<file path="config.mk">
export PLATFORM = sky130hd
export DESIGN_NAME = conway_pixel_fetch
export DESIGN_NICKNAME = d
export VERILOG_FILES = /design/src/rtl/conway_pkg.sv /design/src/rtl/word_fifo.sv /design/src/rtl/conway_pixel_fetch.sv
export SDC_FILE = /design/constraint.sdc
export NUM_CORES = 1
export LEC_CHECK = 0
export CAP_MARGIN = 10
export CELL_PAD_IN_SITES_DETAIL_PLACEMENT = 1
export CELL_PAD_IN_SITES_GLOBAL_PLACEMENT = 2
export CORE_UTILIZATION = 44
export CTS_BUF_LIST = sky130_fd_sc_hd__clkbuf_4
export DETAILED_ROUTE_END_ITERATION = 8
export PLACE_DENSITY_LB_ADDON = 0.1
export SLEW_MARGIN = 20
export SYNTH_ARGS = -nofsm -noshare
export SYNTH_HDL_FRONTEND = slang
export SYNTH_SLANG_ARGS = --single-unit
</file>
<file path="constraint.sdc">
create_clock -name clk -period 3.9 [get_ports clk]
set_input_delay 0.39 -clock clk [delete_from_list [all_inputs] [get_ports clk]]
set_output_delay 0.39 -clock clk [all_outputs]
set_load 0.02 [all_outputs]
</file>
<file path="src/rtl/conway_pkg.sv">
// ============================================================================
// Module : conway_pkg
// Brief  : Shared grid geometry constants and fetch FSM state type for the
//          Conway accelerator, pixel fetch stage and VGA controller.
// Rev    : 1.0  initial release
// ============================================================================
`default_nettype none

package conway_pkg;

  localparam int WORD_W        = 20;    // cells per memory word
  localparam int WORDS_PER_ROW = 64;    // words per grid row
  localparam int ROWS          = 1024;  // grid rows
  localparam int ADDR_W        = 16;    // log2(ROWS*WORDS_PER_ROW)

  localparam int WIDX_W = $clog2(WORDS_PER_ROW);          // word index in a row
  localparam int ROW_W  = ADDR_W - WIDX_W;                // row index
  localparam int BIT_W  = $clog2(WORD_W);                 // bit index in a word
  localparam int PIX_W  = $clog2(WORD_W * WORDS_PER_ROW); // pixel index in a row
  localparam int SLOT_W = WIDX_W + 1;                     // word slot incl. one past end

  typedef enum logic [1:0] {
    IDLE  = 2'd0,
    FETCH = 2'd1,
    DRAIN = 2'd2
  } fetch_state_t;

endpackage

`default_nettype wire

</file>
<file path="src/rtl/word_fifo.sv">
// ============================================================================
// Module : word_fifo
// Brief  : Synchronous first-word-fall-through FIFO with flush and occupancy
//          count. Push and pop in the same cycle are both honoured.
// Rev    : 1.0  initial release
// ============================================================================
`default_nettype none

module word_fifo
  import conway_pkg::*;
#(
  parameter int DEPTH = 4,
  parameter int WIDTH = WORD_W
) (
  input  logic                       clk,
  input  logic                       reset_n,
  input  logic                       i_flush,
  input  logic                       i_push,
  input  logic [WIDTH-1:0]           i_data,
  input  logic                       i_pop,
  output logic [WIDTH-1:0]           o_data,
  output logic [$clog2(DEPTH):0]     o_count,
  output logic                       o_empty
);

  localparam int PTR_W = $clog2(DEPTH);
  localparam int CNT_W = PTR_W + 1;

  logic [WIDTH-1:0] r_mem [DEPTH];
  logic [PTR_W-1:0] r_wr_ptr;
  logic [PTR_W-1:0] r_rd_ptr;
  logic [CNT_W-1:0] r_count;

  logic w_full;
  logic w_do_push;
  logic w_do_pop;

  assign w_full    = (r_count == CNT_W'(DEPTH));
  assign o_empty   = (r_count == '0);
  assign w_do_pop  = i_pop & ~o_empty;
  // A full FIFO can still take a word if one leaves in the same cycle.
  assign w_do_push = i_push & (~w_full | w_do_pop);
  assign o_data    = r_mem[r_rd_ptr];
  assign o_count   = r_count;

  // Storage array; contents need no reset because count gates visibility.
  always_ff @(posedge clk) begin
    if (w_do_push && !i_flush) begin
      r_mem[r_wr_ptr] <= i_data;
    end
  end

  // Pointers and occupancy; flush empties the buffer immediately.
  always_ff @(posedge clk or negedge reset_n) begin
    if (!reset_n) begin
      r_wr_ptr <= '0;
      r_rd_ptr <= '0;
      r_count  <= '0;
    end else if (i_flush) begin
      r_wr_ptr <= '0;
      r_rd_ptr <= '0;
      r_count  <= '0;
    end else begin
      if (w_do_push) r_wr_ptr <= r_wr_ptr + PTR_W'(1);
      if (w_do_pop)  r_rd_ptr <= r_rd_ptr + PTR_W'(1);
      if (w_do_push && !w_do_pop)      r_count <= r_count + CNT_W'(1);
      else if (!w_do_push && w_do_pop) r_count <= r_count - CNT_W'(1);
    end
  end

endmodule

`default_nettype wire

</file>
<file path="src/rtl/conway_pixel_fetch.sv">
// ============================================================================
// Module : conway_pixel_fetch
// Brief  : Prefetches one grid row per visible line from the memory B port,
//          buffers words in a small FIFO and serialises them one cell per
//          pixel request. Flags underruns and pulses frame_done after the
//          last pixel of the last row.
// Rev    : 1.0  initial release
// ============================================================================
`default_nettype none

module conway_pixel_fetch
  import conway_pkg::*;
#(
  parameter int FIFO_DEPTH = 4,
  parameter int RD_LATENCY = 2
) (
  input  logic              clk,
  input  logic              reset_n,
  input  logic              line_start,
  input  logic [ROW_W-1:0]  line_row,
  input  logic              pixel_req,
  output logic              pixel_alive,
  output logic              pixel_valid,
  output logic              line_busy,
  output logic              frame_done,
  output logic              underrun,
  input  logic              clear_underrun,
  output logic [ADDR_W-1:0] mem_address,
  output logic              mem_read,
  input  logic              mem_wait,
  input  logic [WORD_W-1:0] mem_q
);

  localparam int CNT_W = $clog2(FIFO_DEPTH) + 1;
  localparam logic [WIDX_W-1:0] LAST_WORD = WIDX_W'(WORDS_PER_ROW - 1);
  localparam logic [PIX_W-1:0]  LAST_PIX  = PIX_W'(WORD_W * WORDS_PER_ROW - 1);
  localparam logic [BIT_W-1:0]  LAST_BIT  = BIT_W'(WORD_W - 1);
  localparam logic [ROW_W-1:0]  LAST_ROW  = ROW_W'(ROWS - 1);

  fetch_state_t      r_state;
  logic [ROW_W-1:0]  r_row;
  logic [WIDX_W-1:0] r_word_idx;
  logic [RD_LATENCY-1:0] r_pipe;
  logic [WORD_W-1:0] r_word;
  logic              r_loaded;
  logic [BIT_W-1:0]  r_bit;
  logic [SLOT_W-1:0] r_slot;
  logic [SLOT_W-1:0] r_pop_idx;
  logic [PIX_W-1:0]  r_pix;
  logic              r_alive;
  logic              r_valid;
  logic              r_frame_done;
  logic              r_underrun;

  logic              w_active;
  logic              w_accept;
  logic              w_px;
  logic              w_bit_last;
  logic              w_line_end;
  logic              w_fill;
  logic              w_roll;
  logic              w_pop;
  logic              w_push;
  logic [SLOT_W-1:0] w_slot_next;
  logic [BIT_W-1:0]  w_bit_sel;
  logic [7:0]        w_inflight;
  logic [7:0]        w_used;
  logic [WORD_W-1:0] w_fifo_q;
  logic [CNT_W-1:0]  w_fifo_count;
  logic              w_fifo_empty;

  assign w_active   = (r_state != IDLE);
  assign w_accept   = mem_read & ~mem_wait;
  // A request on a line_start cycle is dropped in favour of the new line.
  assign w_px       = pixel_req & w_active & ~line_start;
  assign w_bit_last = (r_bit == LAST_BIT);
  assign w_line_end = w_px & (r_pix == LAST_PIX);
  assign w_bit_sel  = LAST_BIT - r_bit;

  // Word slot of the pixel after this cycle; a FIFO word is loaded only if it
  // belongs to that slot, older words were missed by underrun and are dropped.
  assign w_slot_next = (w_px && w_bit_last) ? r_slot + SLOT_W'(1) : r_slot;
  assign w_fill      = w_active & ~r_loaded & ~w_fifo_empty;
  assign w_roll      = w_px & r_loaded & w_bit_last;
  assign w_pop       = ~line_start & (w_fill | (w_roll & ~w_fifo_empty));
  assign w_push      = r_pipe[RD_LATENCY-1] & ~line_start;

  // Outstanding reads: number of valid slots in the latency pipe.
  always_comb begin
    w_inflight = '0;
    for (int i = 0; i < RD_LATENCY; i++) begin
      w_inflight = w_inflight + 8'(r_pipe[i]);
    end
  end

  // Credit rule: buffered plus outstanding words never exceed the FIFO depth.
  assign w_used      = 8'(w_fifo_count) + w_inflight;
  assign mem_read    = (r_state == FETCH) && (w_used < 8'(FIFO_DEPTH));
  assign mem_address = {r_row, r_word_idx};

  assign line_busy   = w_active;
  assign pixel_alive = r_alive;
  assign pixel_valid = r_valid;
  assign frame_done  = r_frame_done;
  assign underrun    = r_underrun;

  word_fifo #(
    .DEPTH (FIFO_DEPTH),
    .WIDTH (WORD_W)
  ) u_word_fifo (
    .clk     (clk),
    .reset_n (reset_n),
    .i_flush (line_start),
    .i_push  (w_push),
    .i_data  (mem_q),
    .i_pop   (w_pop),
    .o_data  (w_fifo_q),
    .o_count (w_fifo_count),
    .o_empty (w_fifo_empty)
  );

  // Line FSM, latched row and read word index.
  always_ff @(posedge clk or negedge reset_n) begin
    if (!reset_n) begin
      r_state    <= IDLE;
      r_row      <= '0;
      r_word_idx <= '0;
    end else if (line_start) begin
      r_state    <= FETCH;
      r_row      <= line_row;
      r_word_idx <= '0;
    end else begin
      if (w_accept) r_word_idx <= r_word_idx + WIDX_W'(1);
      if (w_line_end) begin
        r_state <= IDLE;
      end else if (r_state == FETCH && w_accept && r_word_idx == LAST_WORD) begin
        r_state <= DRAIN;
      end
    end
  end

  // Read latency valid pipe; cleared on a new line so stale returns vanish.
  always_ff @(posedge clk or negedge reset_n) begin
    if (!reset_n) begin
      r_pipe <= '0;
    end else if (line_start) begin
      r_pipe <= '0;
    end else begin
      r_pipe <= RD_LATENCY'({r_pipe, w_accept});
    end
  end

  // Serialiser and pixel geometry counters.
  always_ff @(posedge clk or negedge reset_n) begin
    if (!reset_n) begin
      r_word    <= '0;
      r_loaded  <= 1'b0;
      r_bit     <= '0;
      r_slot    <= '0;
      r_pop_idx <= '0;
      r_pix     <= '0;
    end else if (line_start) begin
      r_loaded  <= 1'b0;
      r_bit     <= '0;
      r_slot    <= '0;
      r_pop_idx <= '0;
      r_pix     <= '0;
    end else begin
      if (w_px) begin
        r_pix  <= w_line_end ? '0 : r_pix + PIX_W'(1);
        r_bit  <= w_bit_last ? '0 : r_bit + BIT_W'(1);
        r_slot <= w_slot_next;
      end
      if (w_pop) r_pop_idx <= r_pop_idx + SLOT_W'(1);
      if (w_roll) begin
        r_word   <= w_fifo_q;
        r_loaded <= ~w_fifo_empty;
      end else if (w_fill && r_pop_idx == w_slot_next) begin
        r_word   <= w_fifo_q;
        r_loaded <= 1'b1;
      end
      if (w_line_end) r_loaded <= 1'b0;
    end
  end

  // Registered pixel output, frame pulse and sticky underrun flag.
  always_ff @(posedge clk or negedge reset_n) begin
    if (!reset_n) begin
      r_alive      <= 1'b0;
      r_valid      <= 1'b0;
      r_frame_done <= 1'b0;
      r_underrun   <= 1'b0;
    end else begin
      r_valid      <= w_px & r_loaded;
      r_alive      <= w_px & r_loaded & r_word[w_bit_sel];
      r_frame_done <= w_line_end & (r_row == LAST_ROW);
      if (w_px && !r_loaded) r_underrun <= 1'b1;
      else if (clear_underrun) r_underrun <= 1'b0;
    end
  end

endmodule

`default_nettype wire
</file>
==> results of run 1 <==
registers in the layout, indices dropped and copies added, names as in the netlist, 2 cells and up:
register,flops
r_word,20
u_word_fifo.o_count,3
r_pix,11
r_pop_idx,7
r_row,10
u_word_fifo.r_rd_ptr,2
r_bit,5
r_state,2
r_pipe,2
r_slot,7
u_word_fifo.r_mem,80
r_word_idx,6
u_word_fifo.r_wr_ptr,2
timing repair:
item,in CTS,in global routing
endpoints found under the hold margin,46,0
hold buffers,1,0
gates resized for setup,0,0
endpoints found under the setup margin,0,0
cell type report:
class / instances / area [um^2] / share of cell area
Multi-Input combinational cell: 292 / 2630 / 0.314
Clock buffer: 17 / 128 / 0.0153
Tap cell: 216 / 270 / 0.0324
Sequential cell: 162 / 4450 / 0.534
Inverter: 15 / 57.6 / 0.00689
Clock inverter: 15 / 165 / 0.0198
Timing Repair Buffer: 68 / 648 / 0.0776
logic make-up (layout without fill, tap and decap cells):
| logic type | Yosys count | count (layout) | synth area share |
|---|---|---|---|
| simple gates | 136 | 136 | 0.101 |
| xor+xnor | 35 | 35 | 0.0433 |
| mux | 62 | 62 | 0.147 |
| fa+ha+maj | 13 | 13 | 0.0235 |
| flops | 162 | 162 | 0.614 |
| buf+inv | 35 | 115 | 0.0236 |
| compound gates | 46 | 46 | 0.0475 |
routing by layer:
metal,global-route usage,vias up
met2,0.322,48
met3,0.0525,11
li1,-,1946
met5,0,-
met4,0.0385,0
met1,0.238,2106
worst paths after layout:
path	start	to	slack, ps	cells past startpoint
max in group asynchronous	reset_n	r_word[6]$_DFFE_PN0P_	2630	3
min	line_start	r_pop_idx[1]$_DFFE_PN0P_	260	2
max	r_bit[2]$_DFFE_PN0P_	u_word_fifo.o_count[2]$_DFFE_PN0P_	550	11
min reg2reg	r_pipe[0]$_DFF_PN0_	r_pipe[1]$_DFF_PN0_	530	1
max reg2reg	r_bit[2]$_DFFE_PN0P_	u_word_fifo.o_count[2]$_DFFE_PN0P_	550	11
min in group asynchronous	reset_n	u_word_fifo.o_count[0]$_DFFE_PN0P_	350	2
cell usage in the layout, fill, tap and decap left out, drive strengths merged, types with 6 or more instances in the layout:
| cell | count |
|---|---|
| a21oi | 17 |
| and2 | 6 |
| buf | 12 |
| clkbuf | 17 |
| clkdlybuf4s50 | 55 |
| clkinv | 8 |
| dfrtp | 82 |
| edfxtp | 80 |
| ha | 12 |
| inv | 21 |
| mux2 | 33 |
| mux4 | 26 |
| nand2 | 30 |
| nand3 | 8 |
| nand4 | 14 |
| nor2 | 43 |
| nor3 | 7 |
| o21ai | 11 |
| xnor2 | 18 |
| xor2 | 17 |
power breakdown:
part	switching (W)	internal, W	leakage, nW
combinational	0.000438	0.000612	1.20
sequential	0.000160	0.00197	1.78
clock	0.000680	0.000295	0.154
metrics by stage:
step	util	cells	cell area, um^2
after floorplan	-	489	7250
after global placement	0.503	752	8050
after detailed placement	0.503	752	8050
after CTS	0.522	785	8350
after global routing	0.522	785	8350
final	0.522	785	8350
==> results.toml, run 1 <==
[sta]
holdWs_ps = 256
fin_ws_ps = 553
final.setup.tns_ps = 0
drv_slew = 0
max_freq_ghz = 0.299
fin_crit_sh = 0.858
finalClockSkew_ps = 16.3
relSlewSlack = 0.314
setup_violations = 0
hold_viol_final = 0
tightest_slew_ps = 1030
min_period_ps = 3350
grt_setup_unrepaired = "no"

[global_routing]
grt_pass1_vias = 4479
grt_pass1_wl_mm = 23.6
grt.total_usage = 0.187
grt_max_degree = 48
globalRouteOverflowTotal = 0
antenna_found_initial = 0

[cts]
numCtsBuffers = 17
clk_pin_slew_ps = 160
cts_max_level = 4
tritoncts = "built"
cts_root_buf = "clkbuf_4"
cts_sinks = 162
ctsLongestPathBuffers = 2
clock_latency_ps = 560
cts_setup_buffers = 0

[layout]
antennaDiodeCount = 0
drive_gt1_frac = 0.209
fin_nets = 605
fillers = 1618
area_growth_pct = 15.1

[route]
routed_wl_mm = 14.4
wl_per_cell_um = 18.4
ant_nets = 0
viasPerCell = 5.24
wl_met2_mm = 7.42
wl_met1_mm = 6.52
drc = 0
wl_met3_um = 400
dr.pass1.iters = 4
drt_iter0_drc = 179
highest_layer = "met4"
vias = 4111

[floorplanning]
start_util = 0.453
dieArea_um2 = 17000
fp.dieH_um = 130
dieWidth_um = 130
fp.coreArea_um2 = 16000
io_pins = 58
rows = 46

[yosys]
ys_async_sr_fraction = 0.506
ys_ff_latch = 162
synth_area_leaders = "edfxtp_1 33%, dfrtp_1 28%, mux4_2 7.8%"
synth-edff-count = 80
yosysWarnings = 0
yosysMostFrequentCell = "dfrtp_1"
ys_seq_area_frac = 0.614
synth.distinct_cells = 62
synth_fp_nets = 538
synth_commonest_cells = "82 x dfrtp_1, 80 x edfxtp_1, 43 x nor2_1, 30 x nand2_1, 25 x mux4_2"
synth_area_um2 = 7250
netlist.area_leader.share = 0.331
syn_area_per_cell_um2 = 14.8
synth_flop_cell = "dfrtp_1"
synthesis.instances = 489
yosysTopAreaCell = "edfxtp_1"

[setup_path]
crit_path_max_incr_delay_ps = 710
path_delay_family = "simple AND/OR/NAND/NOR gates"
critPathBufInv = 1
worstPathRequired_ps = 4400
path_cells = "inv_1 -> ha_1 -> nand4_4 -> nor3_4 -> nand2_1 -> a311oi_2 -> nor2b_1 -> fa_1 -> nor2_1 -> nor4_1 -> a32o_1"
endpoint_kind = "flop"
critPathArrivalTime_ps = 3850
startpoint_type = "flop"
crit_type = "reg -> reg"
cp_max_fo = 13
crit_path_top_delay_cell = "a311oi_2"

[flow_run]
cap_violations = 0

[power_and_ir_drop]
ir_drop_v = 0.000252
power.density_nw_per_um2 = 498
p_leak_nw = 3.14
p_total_w = 0.00415

[hold_path]
min_path_type = "in -> reg"

[placed_design]
pre_cts_slack_ps = 487
portBuffers = 57
dp_hpwl_mm = 9.80
routabilityCongestion = 0.763

[outcome]
outcome = "complete, no violations"
Power figures use the tool's default switching activity.
==> run 2: changes to the inputs <==
- CORE_UTILIZATION: 44 -> 40
==> run 2 against run 1 <==
Against the previous run:
- register-to-register slack gained 190 ps
- sequential power about the same
- total power grew 1.1%
- cell count grew 1.4%
==> results.toml, run 2 (same netlist as run 1, synthesis figures left out) <==
[hold_path]
min_path_type = "in -> reg"
whs_endpoint = "u_word_fifo.o_count[0]$_DFFE_PN0P_"
hold_start = "line_start"
hold_depth = 2

[sta]
tightest_slew_ps = 1080
max_freq_ghz = 0.317
grt_setup_unrepaired = "no"
finalClockSkew_ps = 24.5
hold_viol_final = 0
fin_crit_sh = 0.809
setup_violations = 0
relSlewSlack = 0.281
final.setup.tns_ps = 0
min_period_ps = 3150
drv_slew = 0

[placed_design]
portBuffers = 57
dp_hpwl_mm = 9.91
dpl_cell_area_um2 = 8060
routabilityCongestion = 0.750

[cts]
clk_pin_slew_ps = 170
tritoncts = "built"
hold_buffers = 1
ctsLongestPathBuffers = 2
cts_max_level = 4
cts_resized = 0
cts_sinks = 162
cts_root_buf = "clkbuf_4"
cts_setup_buffers = 0
clock_latency_ps = 570
numCtsBuffers = 17

[setup_path]
endpoint_kind = "flop"
r2r_slack_ps = 750
crit_type = "reg -> reg"
startpoint_type = "flop"
cp_max_fo = 15
worstPathRequired_ps = 4370
r2r-start = "r_bit[2]$_DFFE_PN0P_"
r2r_end = "u_word_fifo.o_count[2]$_DFFE_PN0P_"
critPathArrivalTime_ps = 3630
reg2regPathDepth = 12

[route]
wl_per_cell_um = 18.5
ant_nets = 0
drt_iter0_drc = 175
drc = 0
routed_wl_mm = 14.8
dr.pass1.iters = 4
vias = 4175
viasPerCell = 5.24

[layout]
layout_common_cells = "82 x dfrtp_1, 80 x edfxtp_1, 55 x clkdlybuf4s50_1, 43 x nor2_1, 30 x nand2_1"
final_common_cell = "dfrtp_1"
drive_gt1_frac = 0.212
largest_reg_flops = 80
utilization = 0.480
reg_top3 = "u_word_fifo.r_mem x80, r_word x20, r_pix x11"
regMostFlops = "u_word_fifo.r_mem"
area_growth_pct = 15.7
design_area_um2 = 8390
fin_nets = 606
fillers = 1727

[floorplanning]
io_pins = 58
rows = 48
dieArea_um2 = 18700
fp.coreArea_um2 = 17500
start_util = 0.415
fp.dieH_um = 137
dieWidth_um = 137

[power_and_ir_drop]
p_leak_nw = 3.16
power.density_nw_per_um2 = 501
ir_drop_v = 0.000227

[global_routing]
grt_max_degree = 83
globalRouteOverflowTotal = 0
grt_pass1_wl_mm = 24.5
grt.total_usage = 0.176
antenna_found_initial = 1
grt_pass1_vias = 4654

[flow_run]
cap_violations = 0

[outcome]
outcome = "complete, no violations"
[run 2: how the worst max path moves through the flow]
stage / slack [ps] / depth (start not counted) / to / from
after floorplan: 960 / 12 / u_word_fifo.o_count[2]$_DFFE_PN0P_ / r_bit[2]$_DFFE_PN0P_
after global placement: 800 / 9 / r_word[2]$_DFFE_PN0P_ / pixel_req
after detailed placement: 670 / 11 / u_word_fifo.o_count[2]$_DFFE_PN0P_ / pixel_req
after CTS: 720 / 12 / u_word_fifo.o_count[2]$_DFFE_PN0P_ / r_bit[2]$_DFFE_PN0P_
after global routing: 480 / 12 / u_word_fifo.o_count[2]$_DFFE_PN0P_ / r_bit[2]$_DFFE_PN0P_
final: 750 / 12 / u_word_fifo.o_count[2]$_DFFE_PN0P_ / r_bit[2]$_DFFE_PN0P_
[run 2: layout make-up]
| cell class | instances | area (um^2) | area share |
|---|---|---|---|
| antenna | 1 | 2.50 | 0.000298 |
| sequential | 162 | 4450 | 0.531 |
| clock inverter | 15 | 181 | 0.0216 |
| tap | 225 | 282 | 0.0336 |
| timing repair buffer | 69 | 659 | 0.0786 |
| inverter | 15 | 57.6 | 0.00686 |
| multi-input combinational | 292 | 2630 | 0.313 |
| clock buffer | 17 | 128 | 0.0152 |
[run 2: layer usage]
metal | up-vias | wire length, um | track usage
met3 | 12 | 392 | 0.0367
met1 | 2163 | 6460 | 0.213
li1 | 1949 | - | -
met2 | 51 | 7740 | 0.309
met4 | 0 | 157 | 0.0636
met5 | - | 0 | 0
[run 2: power by group]
part	total [W]	internal [W]	switching [W]
Clock	0.00103	0.000308	0.000718
Combinational	0.00104	0.000612	0.000425
Sequential	0.00214	0.00197	0.000168
[run 2: stage by stage]
step | hold WS [ps] | worst slack (ps) | std cells | power, W
after detailed placement | 493 | 672 | 762 | 0.00324
after CTS | 165 | 719 | 795 | 0.00428
final | 225 | 747 | 796 | 0.00420
after floorplan | 94.4 | 961 | 489 | 0.00292
after global placement | 492 | 796 | 762 | 0.00319
after global routing | 184 | 485 | 796 | 0.00442
[run 2: worst max-delay path: stages (launching register included)]
cell and delay (ps):
dfrtp_1 470, inv_1 140, ha_1 270, nand4_4 190, nor3_4 310, nand2_1 210, a21oi_2 160, buf_4 220
nor2b_1 80, fa_1 450, nor3b_1 240, a31oi_1 70, a32o_1 280
==> run 3: changes to the inputs <==
- CORE_UTILIZATION: 40 -> 39
- clock period: 3.9 -> 2.8 ns (I/O delays scaled with it)
==> run 3 against run 2 <==
Against the previous run:
- the run now ends with DRC left
- non-clock buffer count grew 20
- clock skew grew 3.0 ps
- via count grew 0.43%
- global-route usage shrank 0.72 points
==> results.toml, run 3 (same netlist as run 1, synthesis figures left out) <==
[outcome]
outcome = "complete, but fails checks"
violations = "DRC"

[sta]
fin_ws_ps = 109
relSlewSlack = 0.675
hold_viol_final = 0
tightest_slew_ps = 488
setup_violations = 0
drv_slew = 0
finalClockSkew_ps = 27.5
holdWs_ps = 207
max_freq_ghz = 0.372
fin_crit_sh = 0.961
min_period_ps = 2690

[hold_path]
hold_start = "line_start"
min_path_type = "in -> reg"

[route]
dr.pass1.iters = 6
ant_nets = 0
viasPerCell = 5.11
drc = 10
wl_per_cell_um = 17.9
vias = 4193
routed_wl_mm = 14.7
drt_iter0_drc = 167

[power_and_ir_drop]
pwr-share-seq = 0.492
p_int_w = 0.00411
clkPwrFrac = 0.236
p_sw_frac = 0.307
netSwitchingPower_w = 0.00182
p_leak_nw = 3.29
p_total_w = 0.00593
power.density_nw_per_um2 = 682
ir_drop_v = 0.000481
p_comb_frac = 0.272

[floorplanning]
rows = 49
dieWidth_um = 138
fp.coreArea_um2 = 18100
start_util = 0.401
dieArea_um2 = 19100
io_pins = 58
fp.dieH_um = 138

[cts]
clk_pin_slew_ps = 160
cts_max_level = 4
tritoncts = "built"
ctsLongestPathBuffers = 2
clock_latency_ps = 560
cts_sinks = 162
cts_root_buf = "clkbuf_4"
numCtsBuffers = 17

[setup_path]
crit_type = "reg -> reg"
startpoint_type = "flop"
cp-startpoint = "r_bit[3]$_DFFE_PN0P_"
critPathArrivalTime_ps = 3160
worstPathRequired_ps = 3270
endpoint_kind = "flop"
cp_max_fo = 5
r2r-start = "r_bit[3]$_DFFE_PN0P_"

[global_routing]
grt_max_degree = 83
grt.total_usage = 0.169
grt_pass1_wl_mm = 24.9
grt_pass1_vias = 4621
globalRouteOverflowTotal = 0
antenna_found_initial = 1

[layout]
regMostFlops = "u_word_fifo.r_mem"
layout_common_cells = "82 x dfrtp_1, 80 x edfxtp_1, 55 x clkdlybuf4s50_1, 43 x nor2_1, 29 x nand2_1"
reg_top3 = "u_word_fifo.r_mem x80, r_word x20, r_pix x11"
largest_reg_flops = 80
final_common_cell = "dfrtp_1"
design_area_um2 = 8690
drive_gt1_frac = 0.247
fin_nets = 626
area_growth_pct = 19.9
fin_cells = 820

[placed_design]
place_inst = 778
dp_hpwl_mm = 9.84
routabilityCongestion = 0.765
portBuffers = 57
pre_cts_slack_ps = -85.1
dpl_cell_area_um2 = 8240

[flow_run]
cap_violations = 0
-- run 3: changes by cell type in the layout (fill, tap and decap cells not counted), sizes merged --
cell	before	now
buf	13	33
-- run 3: layout make-up --
type                            count  area, um^2
Timing Repair Buffer               89         913
Inverter                           15        57.6
Tap cell                          229         287
Antenna cell                        1        2.50
Sequential cell                   162        4450
Clock inverter                     15         169
Clock buffer                       17         128
Fill cell                        1787        9390
Multi-Input combinational cell    292        2680
-- run 3: power by group through the flow --
stage	combinational, W	sequential (W)	clock [W]
after floorplan	0.00114	0.00295	0
after global placement	0.00153	0.00296	0
after detailed placement	0.00157	0.00297	0
after CTS	0.00164	0.00292	0.00147
after global routing	0.00176	0.00295	0.00156
final	0.00161	0.00292	0.00140
-- run 3: layer usage --
layer,vias to the layer above,wire [um],track usage
met2,55,7410,0.285
met1,2133,6690,0.218
met5,-,0,0
met4,0,187,0.0550
met3,13,411,0.0343
li1,1992,-,-
-- run 3: per-stage QoR --
step,setup TNS (ps),utilization
2_1_floorplan,0,-
3_3_place_gp,-28.5,0.456
5_1_grt,-15.2,0.481
4_1_cts,0,0.477
3_5_place_dp,-1490,0.456
6_report,0,0.481
-- run 3: critical path, stage by stage (launching register included) --
cell and delay [ps]:
dfrtp_1 430, inv_1 100, ha_4 160, nand4_4 120, nor3_4 260, buf_4 160, nand2_2 110, a21oi_4 180
nor2b_1 70, fa_1 440, nor3b_1 250, a31oi_1 60, a32o_1 260
-- run 3: repair_timing --
item	4_1_cts	5_1_grt
buffers inserted	3	4
endpoints found under the setup margin	20	21
hold buffers	1	0
pin swaps	2	3
gates resized for setup	5	4
endpoints found under the hold margin	82	0
cloned	1	0
-- run 3: worst paths after layout --
kind / to / slack, ps / cells past startpoint
worst max-delay path: u_word_fifo.o_count[2]$_DFFE_PN0P_ / 110 / 12
worst min-delay path: r_pipe[0]$_DFF_PN0_ / 210 / 3
worst max register to register: u_word_fifo.o_count[2]$_DFFE_PN0P_ / 110 / 12
worst min register to register: r_word[14]$_DFFE_PN0P_ / 530 / 1
max in group asynchronous: r_word_idx[1]$_DFFE_PN0P_ / 2140 / 3
min in group asynchronous: u_word_fifo.o_count[0]$_DFFE_PN0P_ / 240 / 3
